$ cat src/rtl/ram_port_arbiter_pkg.sv
// Shared RAM geometry and client identifiers for the dual-client read arbiter.
//   RAM_ADDR_W / RAM_DATA_W / RAM_STRB_W : default RAM word-address, word and
//                                          byte-enable widths
//   client_id_e                          : read client identifier
//   rd_tag_t                             : valid + client tag carried alongside
//                                          an in-flight RAM read
package ram_port_arbiter_pkg;

  localparam int RAM_ADDR_W = 10;
  localparam int RAM_DATA_W = 64;
  localparam int RAM_STRB_W = RAM_DATA_W / 8;

  typedef enum logic {
    CLI0 = 1'b0,
    CLI1 = 1'b1
  } client_id_e;

  typedef struct packed {
    logic       valid;
    client_id_e id;
  } rd_tag_t;

endpackage

$ cat src/rtl/ram_port_arbiter_rr.sv
// rr_arb2: two-way round-robin selector with a grant-qualified pointer.
// Ports:
//   clock, reset_n  : clock and synchronous active-low reset
//   req0, req1      : read request valids from client 0 / client 1
//   stall           : suppress the grant this cycle (pointer holds)
//   sel_valid       : at least one request present
//   sel_id          : client chosen this cycle (independent of stall)
//   gnt0, gnt1      : one-hot grant, never asserted during reset
// sel_id never depends on stall, so the caller may derive stall from the
// chosen client's address without forming a combinational loop.
module rr_arb2
  import ram_port_arbiter_pkg::*;
(
  input  logic       clock,
  input  logic       reset_n,
  input  logic       req0,
  input  logic       req1,
  input  logic       stall,
  output logic       sel_valid,
  output client_id_e sel_id,
  output logic       gnt0,
  output logic       gnt1
);

  // Client preferred when both request; it is the one not granted last.
  client_id_e prefer;
  logic       grant_ok;

  always_comb begin
    sel_valid = req0 | req1;
    sel_id    = CLI0;
    if (req0 && req1) begin
      sel_id = prefer;
    end else if (req1) begin
      sel_id = CLI1;
    end
    grant_ok = reset_n && sel_valid && !stall;
    gnt0     = grant_ok && (sel_id == CLI0);
    gnt1     = grant_ok && (sel_id == CLI1);
  end

  always_ff @(posedge clock) begin
    if (!reset_n) begin
      prefer <= CLI0;
    end else if (grant_ok) begin
      prefer <= (sel_id == CLI0) ? CLI1 : CLI0;
    end
  end

endmodule

$ cat src/rtl/ram_port_arbiter.sv
// ram_port_arbiter: shares one RAM read port between two read clients and
// passes a single writer straight through to the RAM write port.
// Ports:
//   clock, reset_n                    : sole clock, synchronous active-low reset
//   io_rd{0,1}_valid/ready/addr       : client read requests
//   io_rd{0,1}_resp_valid/resp_data   : client read responses (no backpressure)
//   io_wr_valid/addr/data/strb        : writer, always accepted
//   io_ram_ena/wea/addra/dina         : RAM write port
//   io_ram_enb/addrb, io_ram_doutb    : RAM read port, 2-cycle read latency
//   io_busy                           : a read is in flight
//   io_stat_rd_cnt/stall_cnt          : wrapping grant / hazard-stall counts
// Handshake: a read request transfers in the cycle where its valid and ready
// are both high; ready is only ever driven high while valid is high, and the
// response pulses resp_valid for exactly one cycle two cycles later.
module ram_port_arbiter
  import ram_port_arbiter_pkg::*;
#(
  parameter int ADDR_W = RAM_ADDR_W,
  parameter int DATA_W = RAM_DATA_W,
  parameter int STRB_W = DATA_W / 8
) (
  input  logic              clock,
  input  logic              reset_n,
  input  logic              io_rd0_valid,
  output logic              io_rd0_ready,
  input  logic [ADDR_W-1:0] io_rd0_addr,
  output logic              io_rd0_resp_valid,
  output logic [DATA_W-1:0] io_rd0_resp_data,
  input  logic              io_rd1_valid,
  output logic              io_rd1_ready,
  input  logic [ADDR_W-1:0] io_rd1_addr,
  output logic              io_rd1_resp_valid,
  output logic [DATA_W-1:0] io_rd1_resp_data,
  input  logic              io_wr_valid,
  input  logic [ADDR_W-1:0] io_wr_addr,
  input  logic [DATA_W-1:0] io_wr_data,
  input  logic [STRB_W-1:0] io_wr_strb,
  output logic              io_ram_ena,
  output logic [STRB_W-1:0] io_ram_wea,
  output logic [ADDR_W-1:0] io_ram_addra,
  output logic [DATA_W-1:0] io_ram_dina,
  output logic              io_ram_enb,
  output logic [ADDR_W-1:0] io_ram_addrb,
  input  logic [DATA_W-1:0] io_ram_doutb,
  output logic              io_busy,
  output logic [15:0]       io_stat_rd_cnt,
  output logic [15:0]       io_stat_stall_cnt
);

  logic              sel_valid;
  client_id_e        sel_id;
  logic              gnt0;
  logic              gnt1;
  logic              grant;
  logic              hazard;
  logic [ADDR_W-1:0] sel_addr;
  rd_tag_t           s1;
  rd_tag_t           s2;

  assign sel_addr = (sel_id == CLI1) ? io_rd1_addr : io_rd0_addr;

  // A read issued in the same cycle as a real write to the same word would
  // return pre-write data; hold the read one cycle so it sees the new word.
  // A write with no byte enables changes nothing and is not a hazard.
  assign hazard = sel_valid && io_wr_valid && (io_wr_strb != '0) &&
                  (io_wr_addr == sel_addr);

  rr_arb2 u_arb (
    .clock     (clock),
    .reset_n   (reset_n),
    .req0      (io_rd0_valid),
    .req1      (io_rd1_valid),
    .stall     (hazard),
    .sel_valid (sel_valid),
    .sel_id    (sel_id),
    .gnt0      (gnt0),
    .gnt1      (gnt1)
  );

  assign grant        = gnt0 | gnt1;
  assign io_rd0_ready = gnt0;
  assign io_rd1_ready = gnt1;
  assign io_ram_enb   = grant;
  assign io_ram_addrb = sel_addr;

  assign io_ram_ena   = io_wr_valid & reset_n;
  assign io_ram_wea   = io_wr_strb;
  assign io_ram_addra = io_wr_addr;
  assign io_ram_dina  = io_wr_data;

  // Stage registers still hold pre-reset contents during the first reset
  // cycle, so the visible outputs are also qualified by reset_n.
  assign io_rd0_resp_valid = reset_n && s2.valid && (s2.id == CLI0);
  assign io_rd1_resp_valid = reset_n && s2.valid && (s2.id == CLI1);
  assign io_rd0_resp_data  = io_ram_doutb;
  assign io_rd1_resp_data  = io_ram_doutb;
  assign io_busy           = reset_n && (s1.valid || s2.valid);

  always_ff @(posedge clock) begin
    if (!reset_n) begin
      s1                <= '0;
      s2                <= '0;
      io_stat_rd_cnt    <= '0;
      io_stat_stall_cnt <= '0;
    end else begin
      s1.valid <= grant;
      s1.id    <= sel_id;
      s2       <= s1;
      if (grant) begin
        io_stat_rd_cnt <= io_stat_rd_cnt + 16'd1;
      end
      if (hazard) begin
        io_stat_stall_cnt <= io_stat_stall_cnt + 16'd1;
      end
    end
  end

endmodule

$ cat config.mk
export PLATFORM = sky130hd
export DESIGN_NAME = ram_port_arbiter
export DESIGN_NICKNAME = d
export VERILOG_FILES = /design/src/rtl/ram_port_arbiter_pkg.sv /design/src/rtl/ram_port_arbiter_rr.sv /design/src/rtl/ram_port_arbiter.sv
export SDC_FILE = /design/constraint.sdc
export NUM_CORES = 1
export LEC_CHECK = 0
export BUFFER_PORTS_ARGS = -buffer_cell sky130_fd_sc_hd__buf_4
export CAP_MARGIN = 0
export CELL_PAD_IN_SITES_DETAIL_PLACEMENT = 1
export CELL_PAD_IN_SITES_GLOBAL_PLACEMENT = 1
export CORE_AREA = 10 10 159 161
export DETAILED_ROUTE_END_ITERATION = 8
export DIE_AREA = 0 0 169 171
export PLACE_DENSITY_LB_ADDON = 0.12
export SLEW_MARGIN = 10
export SYNTH_ARGS = -nofsm -noshare
export SYNTH_HDL_FRONTEND = slang
export SYNTH_SLANG_ARGS = --single-unit
export TNS_END_PERCENT = 50
$ cat constraint.sdc
create_clock -name clock -period 4.2 [get_ports clock]
set_input_delay 0.84 -clock clock [delete_from_list [all_inputs] [get_ports clock]]
set_output_delay 0.84 -clock clock [all_outputs]
set_load 0.005 [all_outputs]
Word-level counts from Yosys, hierarchy flattened
Cells that the tools add are included.
Storage, ports and cells
  flip-flop bits (word level): 37
  word-level logic and storage cells: 34
  input port bits: 171
Operators by class
  multiplexer cells: 4
  reductions and logical operators: 15
  add/sub/neg operators: 2
  bitwise gates (word level): 5
  equality and inequality tests: 1
Operators with widths (count)
  16-bit by 1-bit adder with 16-bit output (second input constant): 2
  1-bit logical AND: 12
  10-bit == test: 1
  10-bit 2-to-1 mux: 1
  8-bit nonzero test: 1
  1-bit 2-to-1 mux: 3
  1-bit NOT: 2
  1-bit bitwise OR: 2
  1-bit bitwise AND: 1
  1-bit zero test: 1
  1-bit logical OR: 1

Depth between registers and ports, before layout
Gate-level depths: netlist (run 1).
  word-level depth: 9
  mapped depth: 9
  gate-level depth less buffers: 7

Cells and area by module
Synthesis (run 1) repeated with hierarchy kept, for this count alone.
Unflattened totals
  cell total of the unflattened synthesis: 465
  area, all modules: 3852.4 um^2
By module, submodules not included
  ram_port_arbiter: times used 1, sequential area each 720.7 um^2, cells each 454, area an instance 3752.3 um^2
  rr_arb2: times used 1, sequential area each 20.0 um^2, cells each 11, area an instance 100.1 um^2

Worst setup path after synthesis (run 1)
OpenSTA, ideal clock, no wires.
  path kind: in2out
  start point: input io_rd1_valid
  end point: output io_ram_enb
  setup slack: 0.668 ns
  data arrival time: 2.692 ns
  required time: 3.360 ns
  cell stages on the path: 8
  path through: buf_4 -> inv_1 -> o21ai_2 -> and3_1 -> or4_4 -> nor4b_2 -> buf_2 -> nor2_1
Between the ends
  cells in the longest elaborated chain, start to end: 9
  elaborated cells between the ends (all ways): 16
Ends and longest elaborated chain
  from (decl): line ram_port_arbiter.sv:29  | input logic io_rd1_valid,
  1-bit 2-to-1 mux or 1-bit logical AND (tied branches): line ram_port_arbiter_rr.sv:34, ram_port_arbiter_rr.sv:32
  1-bit 2-to-1 mux: line ram_port_arbiter_rr.sv:32  | if (req0 && req1) begin
  10-bit 2-to-1 mux: line ram_port_arbiter.sv:60  | assign sel_addr = (sel_id == CLI1) ? io_rd1_addr : io_rd0_addr;
  10-bit == test: line ram_port_arbiter.sv:66  | (io_wr_addr == sel_addr);
  1-bit logical AND: line ram_port_arbiter.sv:65  | assign hazard = sel_valid && io_wr_valid && (io_wr_strb != '0) &&
  1-bit zero test: line ram_port_arbiter_rr.sv:37  | grant_ok = reset_n && sel_valid && !stall;
  1-bit logical AND: line ram_port_arbiter_rr.sv:37
  1-bit logical AND (on tied branches): line ram_port_arbiter_rr.sv:38, ram_port_arbiter_rr.sv:39
  1-bit bitwise OR *: line ram_port_arbiter.sv:80  | assign grant = gnt0 | gnt1;
  to (decl): line ram_port_arbiter.sv:42  | output logic io_ram_enb,
Mark *: on every way between the ends. The rest lies on a longest branch, timed or not.

Final worst setup path (run 1)
  start point: input io_rd0_valid
  end point: output io_rd1_ready
Between the ends
  cells in the longest elaborated chain, start to end: 8
  elaborated cells between the ends (all ways): 12
Ends and longest elaborated chain
  from (decl): line ram_port_arbiter.sv:24  | input logic io_rd0_valid,
  1-bit logical AND: line ram_port_arbiter_rr.sv:32
  1-bit 2-to-1 mux: line ram_port_arbiter_rr.sv:32
  10-bit 2-to-1 mux: line ram_port_arbiter.sv:60
  10-bit == test: line ram_port_arbiter.sv:66
  1-bit logical AND: line ram_port_arbiter.sv:65
  1-bit zero test: line ram_port_arbiter_rr.sv:37
  1-bit logical AND: line ram_port_arbiter_rr.sv:37
  1-bit logical AND *: line ram_port_arbiter_rr.sv:39  | gnt1 = grant_ok && (sel_id == CLI1);
  to (decl): line ram_port_arbiter.sv:30  | output logic io_rd1_ready,
Marked as above.

==> results.md, run 1 <==
* Status: finished clean
* Worst-Skew Late Latency at 0.29 ns
* Final Net Count at 556
* Switching share of total power at 27.4%
* DRT Wirelength at 11,600 um
* Wire length per cell at 17.3 um
* Syn. warnings at 0
* Peak Freq at 271 MHz
* P_leak at 1.44 nW
* Share of cells above drive strength 1 at 35.0%
* Post-synthesis cell type count at 45
* Diodes inserted at 0
* Pins Over Slew Limit at 0
* Most frequent cell after synthesis: buf_4
* CTS max path bufs at 2
* Rows at 55
* Via count at 2,626
* Vias in the first global route at 2,956
* Post_cts resized at 0
* Syn Area/Cell at 7.79 um2
* Post-DRT Antenna Nets at 0
* Final Cycle Share at 87.8%
* I/O pins at 430
* Htree depth at 2
* DP HPWL at 9280 um
* Post-synth ARST share at 0%
* Initial DRC Count at 78
* CP Capture Type: output pin
* Slowest cell on the critical path: nor4b_4
* Synthesized area at 3780 um2
* Ys flop type: dfxtp_1
* Min Hold Slack at 0.443 ns
* PwrDens at 270 nW/um2
* Layout area overhead at -7.54%
* Chip Height at 171 um
* CP max FO at 14
* Post-synth net total at 659
* Seq cells post-synth at 37
* # setup viols final at 0
* Max-cap violations at 0
* Post-synth top area cell: buf_4
* DRC at 0
* Via density at 3.93
* Setup TNS at 0 ns
* Die Width at 169 um
* Sequential-to-total area share from yosys stat at 19.6%
* CORE AREA at 22,200 um2
* Clk pwr share at 42.0%
* Die Area at 28,900 um2
* Starting Density at 17.0%
* Global-route wire length before repair at 17,500 um
* Final Hold Fails at 0
* Clock sink count at 37
* Comb power frac at 18.6%
* Worst-margin pin slew at 0.690 ns
* Max stage delay on crit path at 0.41 ns
* Pint at 0.000685 W
* Peak supply drop at 0.000133 V
* Initial DRT Pass Iterations at 4
* Port bufs at 109
* Synth cell count leaders: buf_4, nand2_1, dfxtp_1, nand3_1, mux2i_1
* Leading post-synthesis cells by cell area: buf_4, dfxtp_1, nand2_1, mux2i_1, nand3_1
* GPL Wtd Cong at 0.691
* Seq pwr share at 39.3%
* Switching power at 0.000259 W
* RSZ-0062 raised after global routing: false
* CTS tree: done
* Initial antenna violation count at 0
* Clock-pin slew on the worst setup and hold paths at 0.06 ns
* Min-delay worst type: flop to flop
* Area share of the largest cell type after synthesis at 41.9%
* Slew margin rel. at 54.0%
* TritonCTS Buffers at 5
* EDFF count, synth at 0
* Crit path DAT at 2.85 ns
* Clock Skews at 0.00538 ns
* Post-route minimum period at 3.69 ns
* Worst path cell trace: buf_4 -> nand2b_1 -> nand2_1 -> o41ai_1 -> o2111ai_1 -> nor4b_4 -> buf_4 -> nor3_1 -> buf_4
* Largest net degree at the start of global routing at 25
* Startpoint class of the critical path: primary input
* Hold Buf Count CTS at 0
* Worst Path Required at 3.36 ns
* Post-CTS setup repair buffer count at 0
* Crit path kind: primary input to output pin
* Clk root buf: clkbuf_16
* Global route total overflow at 0
* All-Layer GR Usage at 7.79%
* Cells after Synth at 486
* CP most frequent cell: buf_4
metrics by stage:
| stage | total power (W) | setup slack, ns | area [um2] | util (%) | std cells |
|---|---|---|---|---|---|
| finish | 0.000944 | 0.513 | 3500 | 15.7 | 668 |
| global route | 0.00100 | 0.274 | 3500 | 15.7 | 668 |
| CTS | 0.000976 | 0.457 | 3500 | 15.7 | 668 |
| detailed placement | 0.000561 | 0.467 | 3360 | 15.1 | 661 |
| global placement | 0.000561 | 0.561 | 3360 | 15.1 | 661 |
| floorplan | 0.000608 | 0.668 | 3780 | - | 486 |
flip-flops by register name (all words and copies together) (netlist names):
register,flops
s2,2
s1,2
u_arb.prefer,1
io_stat_stall_cnt,16
io_stat_rd_cnt,16
power by group through the flow:
stage / combinational [W] / sequential [W] / clock [W]
4_1_cts: 0.000183 / 0.000371 / 0.000422
6_report: 0.000176 / 0.000371 / 0.000397
2_1_floorplan: 0.000232 / 0.000375 / 0
5_1_grt: 0.000199 / 0.000372 / 0.000432
3_5_place_dp: 0.000182 / 0.000379 / 0
3_3_place_gp: 0.000183 / 0.000379 / 0
logic make-up after synthesis:
family / synth area share (%)
buf+inv: 44.3
simple gates: 20.0
compound gates: 8.50
flops: 19.6
mux: 5.16
xor+xnor: 1.85
fa+ha+maj: 0.661
path summary, 6_finish.rpt:
path / start / to / slack [ns] / depth (start not counted)
max: io_rd0_valid / io_rd1_ready / 0.51 / 9
min: s1[0]$_SDFF_PN0_ / s2[0]$_SDFF_PN0_ / 0.44 / 1
max reg2reg: u_arb.prefer$_SDFFE_PN0N_ / io_stat_stall_cnt[9]$_SDFFE_PN0P_ / 1.20 / 7
min reg2reg: s1[0]$_SDFF_PN0_ / s2[0]$_SDFF_PN0_ / 0.44 / 1
critical path: cells and delay by family:
kind / cells / cell delay (ns)
AND/OR/NAND/NOR: 4 / 1.02
buffers and inverters: 3 / 0.51
AO/OA/AOI/OAI: 2 / 0.48
per-layer routing:
layer,up-vias,share of wire [%],global-route usage (%)
met5,-,0,0
met4,0,4.9,4.92
met3,58,12,4.52
met2,136,43,11.9
met1,1219,39,8.11
li1,1213,-,-
placed cells by master (no fill, tap or decap), drive strengths merged, types with 4 or more instances in the layout:
cell,count
xor2,7
mux2i,15
nand4,5
or4,10
nand2,46
and3,10
nand2b,12
or3,6
nor2,13
inv,9
nand3,17
a21oi,14
and2,4
buf,113
mux2,4
dfxtp,37
o21ai,13
nor4,7
o41ai,4
clkbuf,7
area by class of cell:
class / instances / area (um2)
Clock buffer: 7 / 143
Fill cell: 2628 / 18700
Inverter: 9 / 33.8
Multi-Input combinational cell: 217 / 1380
Sequential cell: 37 / 741
Tap cell: 285 / 357
Timing Repair Buffer: 113 / 848
Note: power is estimated with default switching activity, not from simulation.
==> run 2: changes to the inputs <==
--- a/config.mk
+++ b/config.mk
@@ -5,16 +5,17 @@
 export SDC_FILE = /design/constraint.sdc
 export NUM_CORES = 1
 export LEC_CHECK = 0
-export BUFFER_PORTS_ARGS = -buffer_cell sky130_fd_sc_hd__buf_4
 export CAP_MARGIN = 0
 export CELL_PAD_IN_SITES_DETAIL_PLACEMENT = 1
 export CELL_PAD_IN_SITES_GLOBAL_PLACEMENT = 1
-export CORE_AREA = 10 10 159 161
+export CORE_AREA = 10 10 158 160
 export DETAILED_ROUTE_END_ITERATION = 8
-export DIE_AREA = 0 0 169 171
+export DIE_AREA = 0 0 168 170
+export DONT_BUFFER_PORTS = 1
 export PLACE_DENSITY_LB_ADDON = 0.12
 export SLEW_MARGIN = 10
 export SYNTH_ARGS = -nofsm -noshare
 export SYNTH_HDL_FRONTEND = slang
+export SYNTH_HIERARCHICAL = 1
 export SYNTH_SLANG_ARGS = --single-unit
 export TNS_END_PERCENT = 50
==> run 2 against run 1 <==
  * Sequential share of layout area rose by 5.3 points
  * Critical path depth is 2 higher
  * Combinational power decreased by 48%
  * Sequential power shrank 3%
  * Worst hold slack worse by 0.00051 ns
  * First-iteration DRC count down 40%
  * Critical path type unchanged
  * Sequential cell count is the same
==> results.md, run 2 <==
* CP max FO at 8
* Peak supply drop at 0.000166 V
* Clock-pin slew on the worst setup and hold paths at 0.07 ns
* Die Width at 168 um
* Ys flop type: dfxtp_1
* Rows at 54
* DP HPWL at 8380 um
* Post-route minimum period at 3.94 ns
* TritonCTS Buffers at 5
* Slew margin rel. at 69.4%
* WP buf/inv at 2
* Post-synth net total at 638
* Pins Over Slew Limit at 0
* Synth cell count leaders: buf_4, dfxtp_1, nand2_1, mux2i_1, and2_1
* CTS tree: done
* Final Net Count at 437
* Reg2reg setup slack at 0.71 ns
* Pint at 0.000617 W
* Chip Height at 170 um
* Comb power frac at 10.9%
* Htree depth at 2
* Hold Startpoint: s1[0]$_SDFF_PN0_
* Seq pwr share at 42.7%
* Die Area at 28,600 um2
* DRC at 0
* Initial antenna violation count at 1
* Slowest cell on the critical path: mux2_4
* Sequential-to-total area share from yosys stat at 19.2%
* Switching share of total power at 27.0%
* Via count at 2,052
* Worst-Skew Late Latency at 0.29 ns
* EDFF count, synth at 0
* Post-DRT Antenna Nets at 0
* Diodes inserted at 0
* Largest net degree at the start of global routing at 61
* RSZ-0062 raised after global routing: false
* Startpoint class of the critical path: primary input
* Min-delay worst type: flop to flop
* CORE AREA at 21,700 um2
* Port bufs at 0
* Starting Density at 17.8%
* Clock sink count at 37
* Largest regs: io_stat_rd_cnt: 16 flops, io_stat_stall_cnt: 16 flops
* Initial DRT Pass Iterations at 4
* Post-synth top area cell: buf_4
* Area share of the largest cell type after synthesis at 40.9%
* Final Cycle Share at 93.8%
* Post-synthesis cell type count at 46
* Worst-margin pin slew at 0.454 ns
* Vias in the first global route at 2,315
* Top cell family by delay on the critical path: simple AND/OR/NAND/NOR gates
* Syn Area/Cell at 8.28 um2
* CP startpoint: io_rd0_valid
* Layout area overhead at -27.5%
* Clk root buf: clkbuf_16
* Reg-to-reg startpoint: u_arb/prefer$_SDFFE_PN0P_
* Clk pwr share at 46.4%
* Status: finished clean
* Most common cell after layout, fill and taps aside: dfxtp_1
* PwrDens at 302 nW/um2
* Most frequent cells in the layout: dfxtp_1, nand2_1, mux2i_1
* I/O pins at 430
* Post_cts resized at 0
* All-Layer GR Usage at 7.08%
* Cells after Synth at 465
* Post-CTS setup repair buffer count at 0
* Final Hold Fails at 0
* Crit path DAT at 3.10 ns
* # setup viols final at 0
* GPL Wtd Cong at 0.641
* Global route total overflow at 0
* Peak Freq at 254 MHz
* Setup TNS at 0 ns
* DRT Wirelength at 10,500 um
* Worst Path Required at 3.36 ns
* Max-cap violations at 0
* CP most frequent cell: nor2_1
* Most frequent cell after synthesis: buf_4
* Hold Buf Count CTS at 0
* P_leak at 0.893 nW
* Max stage delay on crit path at 0.33 ns
* Initial DRC Count at 47
* Syn. warnings at 6
* Wire length per cell at 19.3 um
* Post-synth ARST share at 0%
* Via density at 3.77
* Seq cells post-synth at 37
* Global-route wire length before repair at 15,500 um
* CP Capture Type: output pin
* Placed Instance Area at 2650 um2
* Switching power at 0.000228 W
* Synthesized area at 3850 um2
* DP Cell Count at 537
* Crit path kind: primary input to output pin
* Clock Skews at 0.00644 ns
* Worst path cell trace: nand2b_4 -> and2_1 -> buf_4 -> mux2_4 -> xor2_1 -> nor4b_1 -> nand2_1 -> nor2_1 -> and4b_1 -> nor2_1 -> inv_1
* Leading post-synthesis cells by cell area: buf_4, dfxtp_1, mux2i_1, nand2_1, nor4_2
* Share of cells above drive strength 1 at 16.6%
* CTS max path bufs at 2
* Final cell count without fillers at 545
* Cell area after layout at 2790 um2
-- run 2: kinds of logic (layout without fill, tap and decap cells) --
kind of cell | Yosys count | in the layout | synth area share (%)
AOI/OAI and AO/OA | 13 | 13 | 2.47
muxes | 26 | 26 | 7.11
DFF | 37 | 37 | 19.2
buffers and inverters | 232 | 32 | 44.1
adders and majority gates | 2 | 2 | 0.649
and+or+nand+nor | 133 | 133 | 21.4
xor gates and xnor gates | 22 | 22 | 5.00
-- run 2: metrics by stage --
stage / worst slack, ns / util [%] / hold WS [ns] / power, W
2_1_floorplan: 0.597 / - / 0.412 / 0.000607
3_3_place_gp: 0.226 / 12.2 / 0.429 / 0.000465
3_5_place_dp: 0.204 / 12.2 / 0.431 / 0.000465
4_1_cts: 0.195 / 12.9 / 0.448 / 0.000877
5_1_grt: 0.0843 / 12.9 / 0.474 / 0.000894
6_report: 0.261 / 12.9 / 0.442 / 0.000845
-- run 2: final timing paths --
check                                    endpoint  cells after the start
hold reg to reg                  s2[0]$_SDFF_PN0_                      1
setup reg to reg  io_stat_rd_cnt[13]$_SDFFE_PN0P_                     16
setup / recovery                       io_ram_enb                     11
hold / removal                   s2[0]$_SDFF_PN0_                      1
-- run 2: power by group through the flow --
| stage | Combinational (W) | Sequential, W | Clock (W) |
|---|---|---|---|
| detailed placement | 0.0000962 | 0.000369 | 0 |
| finish | 0.0000923 | 0.000360 | 0.000392 |
| global placement | 0.0000959 | 0.000369 | 0 |
| CTS | 0.0000963 | 0.000361 | 0.000421 |
| global route | 0.000103 | 0.000361 | 0.000430 |
| floorplan | 0.000240 | 0.000367 | 0 |
-- run 2: worst register-to-register path: cells and delay by family (launching register included) --
family          cells  cell delay (ns)
compound gates      3             0.71
xor+xnor            1             0.22
buf+inv             3             0.50
flops               1             0.36
mux                 1             0.31
simple gates        8             1.33
-- run 2: layer usage --
metal,part of all wire (%),track usage [%],routed length [um]
met5,0,0,0
met4,7.7,6.51,809
met3,11,3.11,1210
met2,47,11.9,4980
met1,33,6.37,3500
-- run 2: area by class of cell --
cell class | instances | area [um2]
clock buffers | 5 | 125
clock inverters | 3 | 22.5
fillers | 2546 | 18900
inverters | 10 | 37.5
multi-input cells | 196 | 1410
flip-flops and latches | 37 | 741
well taps | 280 | 350
repair buffers | 14 | 105
==> run 3: changes to the inputs <==
--- a/config.mk
+++ b/config.mk
@@ -8,14 +8,13 @@
 export CAP_MARGIN = 0
 export CELL_PAD_IN_SITES_DETAIL_PLACEMENT = 1
 export CELL_PAD_IN_SITES_GLOBAL_PLACEMENT = 1
-export CORE_AREA = 10 10 158 160
+export CORE_AREA = 10 10 159 161
 export DETAILED_ROUTE_END_ITERATION = 8
-export DIE_AREA = 0 0 168 170
+export DIE_AREA = 0 0 169 171
 export DONT_BUFFER_PORTS = 1
 export PLACE_DENSITY_LB_ADDON = 0.12
 export SLEW_MARGIN = 10
 export SYNTH_ARGS = -nofsm -noshare
 export SYNTH_HDL_FRONTEND = slang
-export SYNTH_HIERARCHICAL = 1
 export SYNTH_SLANG_ARGS = --single-unit
 export TNS_END_PERCENT = 50
==> run 3 against run 2 <==
  * Sequential cell count is the same
  * Core utilization shrank 0.89 points
  * Clock power is essentially flat
  * Sequential share of layout area grew 1.3 points
  * Non-clock buffer count shrank 12
  * Highest routed layer unchanged
  * Critical path type unchanged
  * Register-to-register slack gained 0.59 ns
  * Final area shrank 4.6%
  * Largest cell class unchanged
  * Global-route usage grew 0.14 points
==> results.md, run 3 (same netlist as run 1, synthesis figures left out) <==
* Status: finished clean
* Met3 WL at 1610 um
* Filler instances at 2,661
* Final worst slack at 0.700 ns
* Comb power frac at 9.7%
* Min-delay worst type: flop to flop
* Peak supply drop at 0.000128 V
* Switching share of total power at 26.2%
* Most frequent cells in the layout: nand2_1, dfxtp_1, nand3_1
* Reg2reg setup slack at 1.30 ns
* Reg-to-reg startpoint: u_arb.prefer$_SDFFE_PN0N_
* Peak Freq at 286 MHz
* Hold Buf Count CTS at 0
* Pint at 0.000628 W
* Most common cell after layout, fill and taps aside: nand2_1
* Via count at 2,210
* Cell area after layout at 2670 um2
* DRC at 0
* Starting Density at 17.0%
* Highest metal used: met4
* Final Hold Fails at 0
* Share of cells above drive strength 1 at 8.46%
* CP Depth at 7
* Max stage delay on crit path at 0.44 ns
* Die Width at 169 um
* CP startpoint: io_rd0_valid
* Port bufs at 0
* I/O pins at 430
* DR WL met2 at 4610 um
* Via density at 3.97
* DP HPWL at 8230 um
* Vias in the first global route at 2,474
* Rows at 55
* Diodes inserted at 0
* Clock Skews at 0.00574 ns
* Global route total overflow at 0
* DRT Wirelength at 10,700 um
* Post_cts resized at 0
* Pins Over Slew Limit at 0
* CTS tree: done
* Layout area overhead at -29.6%
* P_leak at 0.879 nW
* Met1 wire length at 3910 um
* Top cell family by delay on the critical path: simple AND/OR/NAND/NOR gates
* Slew margin rel. at 52.6%
* Clk pwr share at 46.4%
* CTS max path bufs at 2
* Final Net Count at 445
* Wire length per cell at 19.2 um
* GPL Wtd Cong at 0.682
* Max-cap violations at 0
* Crit path DAT at 2.66 ns
* Min Hold Slack at 0.453 ns
* Placed Instance Area at 2520 um2
* Startpoint class of the critical path: primary input
* Worst Setup EP: io_ram_enb
* Worst-Skew Late Latency at 0.29 ns
* R2R cell count at 7
* Worst-margin pin slew at 0.711 ns
* CP Capture Type: output pin
* Initial DRC Count at 84
* Setup TNS at 0 ns
* Seq pwr share at 43.9%
* Clk root buf: clkbuf_16
* Worst path cell trace: nand2b_1 -> nand2_1 -> mux2i_1 -> o2111ai_1 -> nor4b_4 -> buf_4 -> nor2_1
* Htree depth at 2
* Post-place setup slack at 0.618 ns
* Global-route wire length before repair at 15,800 um
* Largest net degree at the start of global routing at 45
* Initial DRT Pass Iterations at 4
* Crit path kind: primary input to output pin
* Switching power at 0.000223 W
* Clock sink count at 37
* Post-route minimum period at 3.50 ns
* PwrDens at 319 nW/um2
* Post-DRT Antenna Nets at 0
* # setup viols final at 0
* Final Cycle Share at 83.3%
* Worst R2R End: io_stat_stall_cnt[12]$_SDFFE_PN0P_
* Worst Path Required at 3.36 ns
* TritonCTS Buffers at 5
* Slowest cell on the critical path: nand2_1
* Largest regs: io_stat_rd_cnt: 16 flops, io_stat_stall_cnt: 16 flops
* Die Area at 28,900 um2
* RSZ-0062 raised after global routing: false
* CP max FO at 21
* CORE AREA at 22,200 um2
* Clock-pin slew on the worst setup and hold paths at 0.06 ns
* Post-CTS setup repair buffer count at 0
* Chip Height at 171 um
* Util after Layout at 12.0%
* WP buf/inv at 1
* All-Layer GR Usage at 7.21%
* Initial antenna violation count at 0
==> run 3: per-stage QoR <==
step / total power [W] / std cells
after floorplan: 0.000608 / 486
after global placement: 0.000470 / 550
after detailed placement: 0.000469 / 550
after CTS: 0.000882 / 557
after global routing: 0.000906 / 557
final: 0.000851 / 557
==> run 3: how the worst min path moves through the flow <==
stage                                start  depth (start not counted)                to
after floorplan           s1[0]$_SDFF_PN0_                          1  s2[0]$_SDFF_PN0_
after global placement    s1[0]$_SDFF_PN0_                          1  s2[0]$_SDFF_PN0_
after detailed placement  s1[0]$_SDFF_PN0_                          1  s2[0]$_SDFF_PN0_
after CTS                 s1[0]$_SDFF_PN0_                          1  s2[0]$_SDFF_PN0_
after global routing      s1[0]$_SDFF_PN0_                          1  s2[0]$_SDFF_PN0_
final                     s1[0]$_SDFF_PN0_                          1  s2[0]$_SDFF_PN0_
==> run 3: area by class of cell <==
| type | count | area, um2 | area share (%) |
|---|---|---|---|
| clock buffer | 7 | 143 | 5.35 |
| inverter | 9 | 33.8 | 1.27 |
| multi-input combinational | 217 | 1380 | 51.7 |
| sequential | 37 | 741 | 27.8 |
| tap | 285 | 357 | 13.4 |
| timing repair buffer | 2 | 15.0 | 0.563 |
==> run 3: metal layers <==
metal | global-route usage [%] | up-vias
li1 | - | 994
met1 | 7.26 | 1017
met2 | 10.5 | 142
met3 | 4.98 | 57
met4 | 4.92 | 0
met5 | 0 | -
==> run 3: power by group through the flow <==
stage	clock, W	combinational, W	sequential (W)
floorplan	0	0.000232	0.000375
global placement	0	0.0000871	0.000383
detailed placement	0	0.0000859	0.000383
CTS	0.000421	0.0000864	0.000375
global route	0.000434	0.0000945	0.000378
finish	0.000395	0.0000826	0.000374
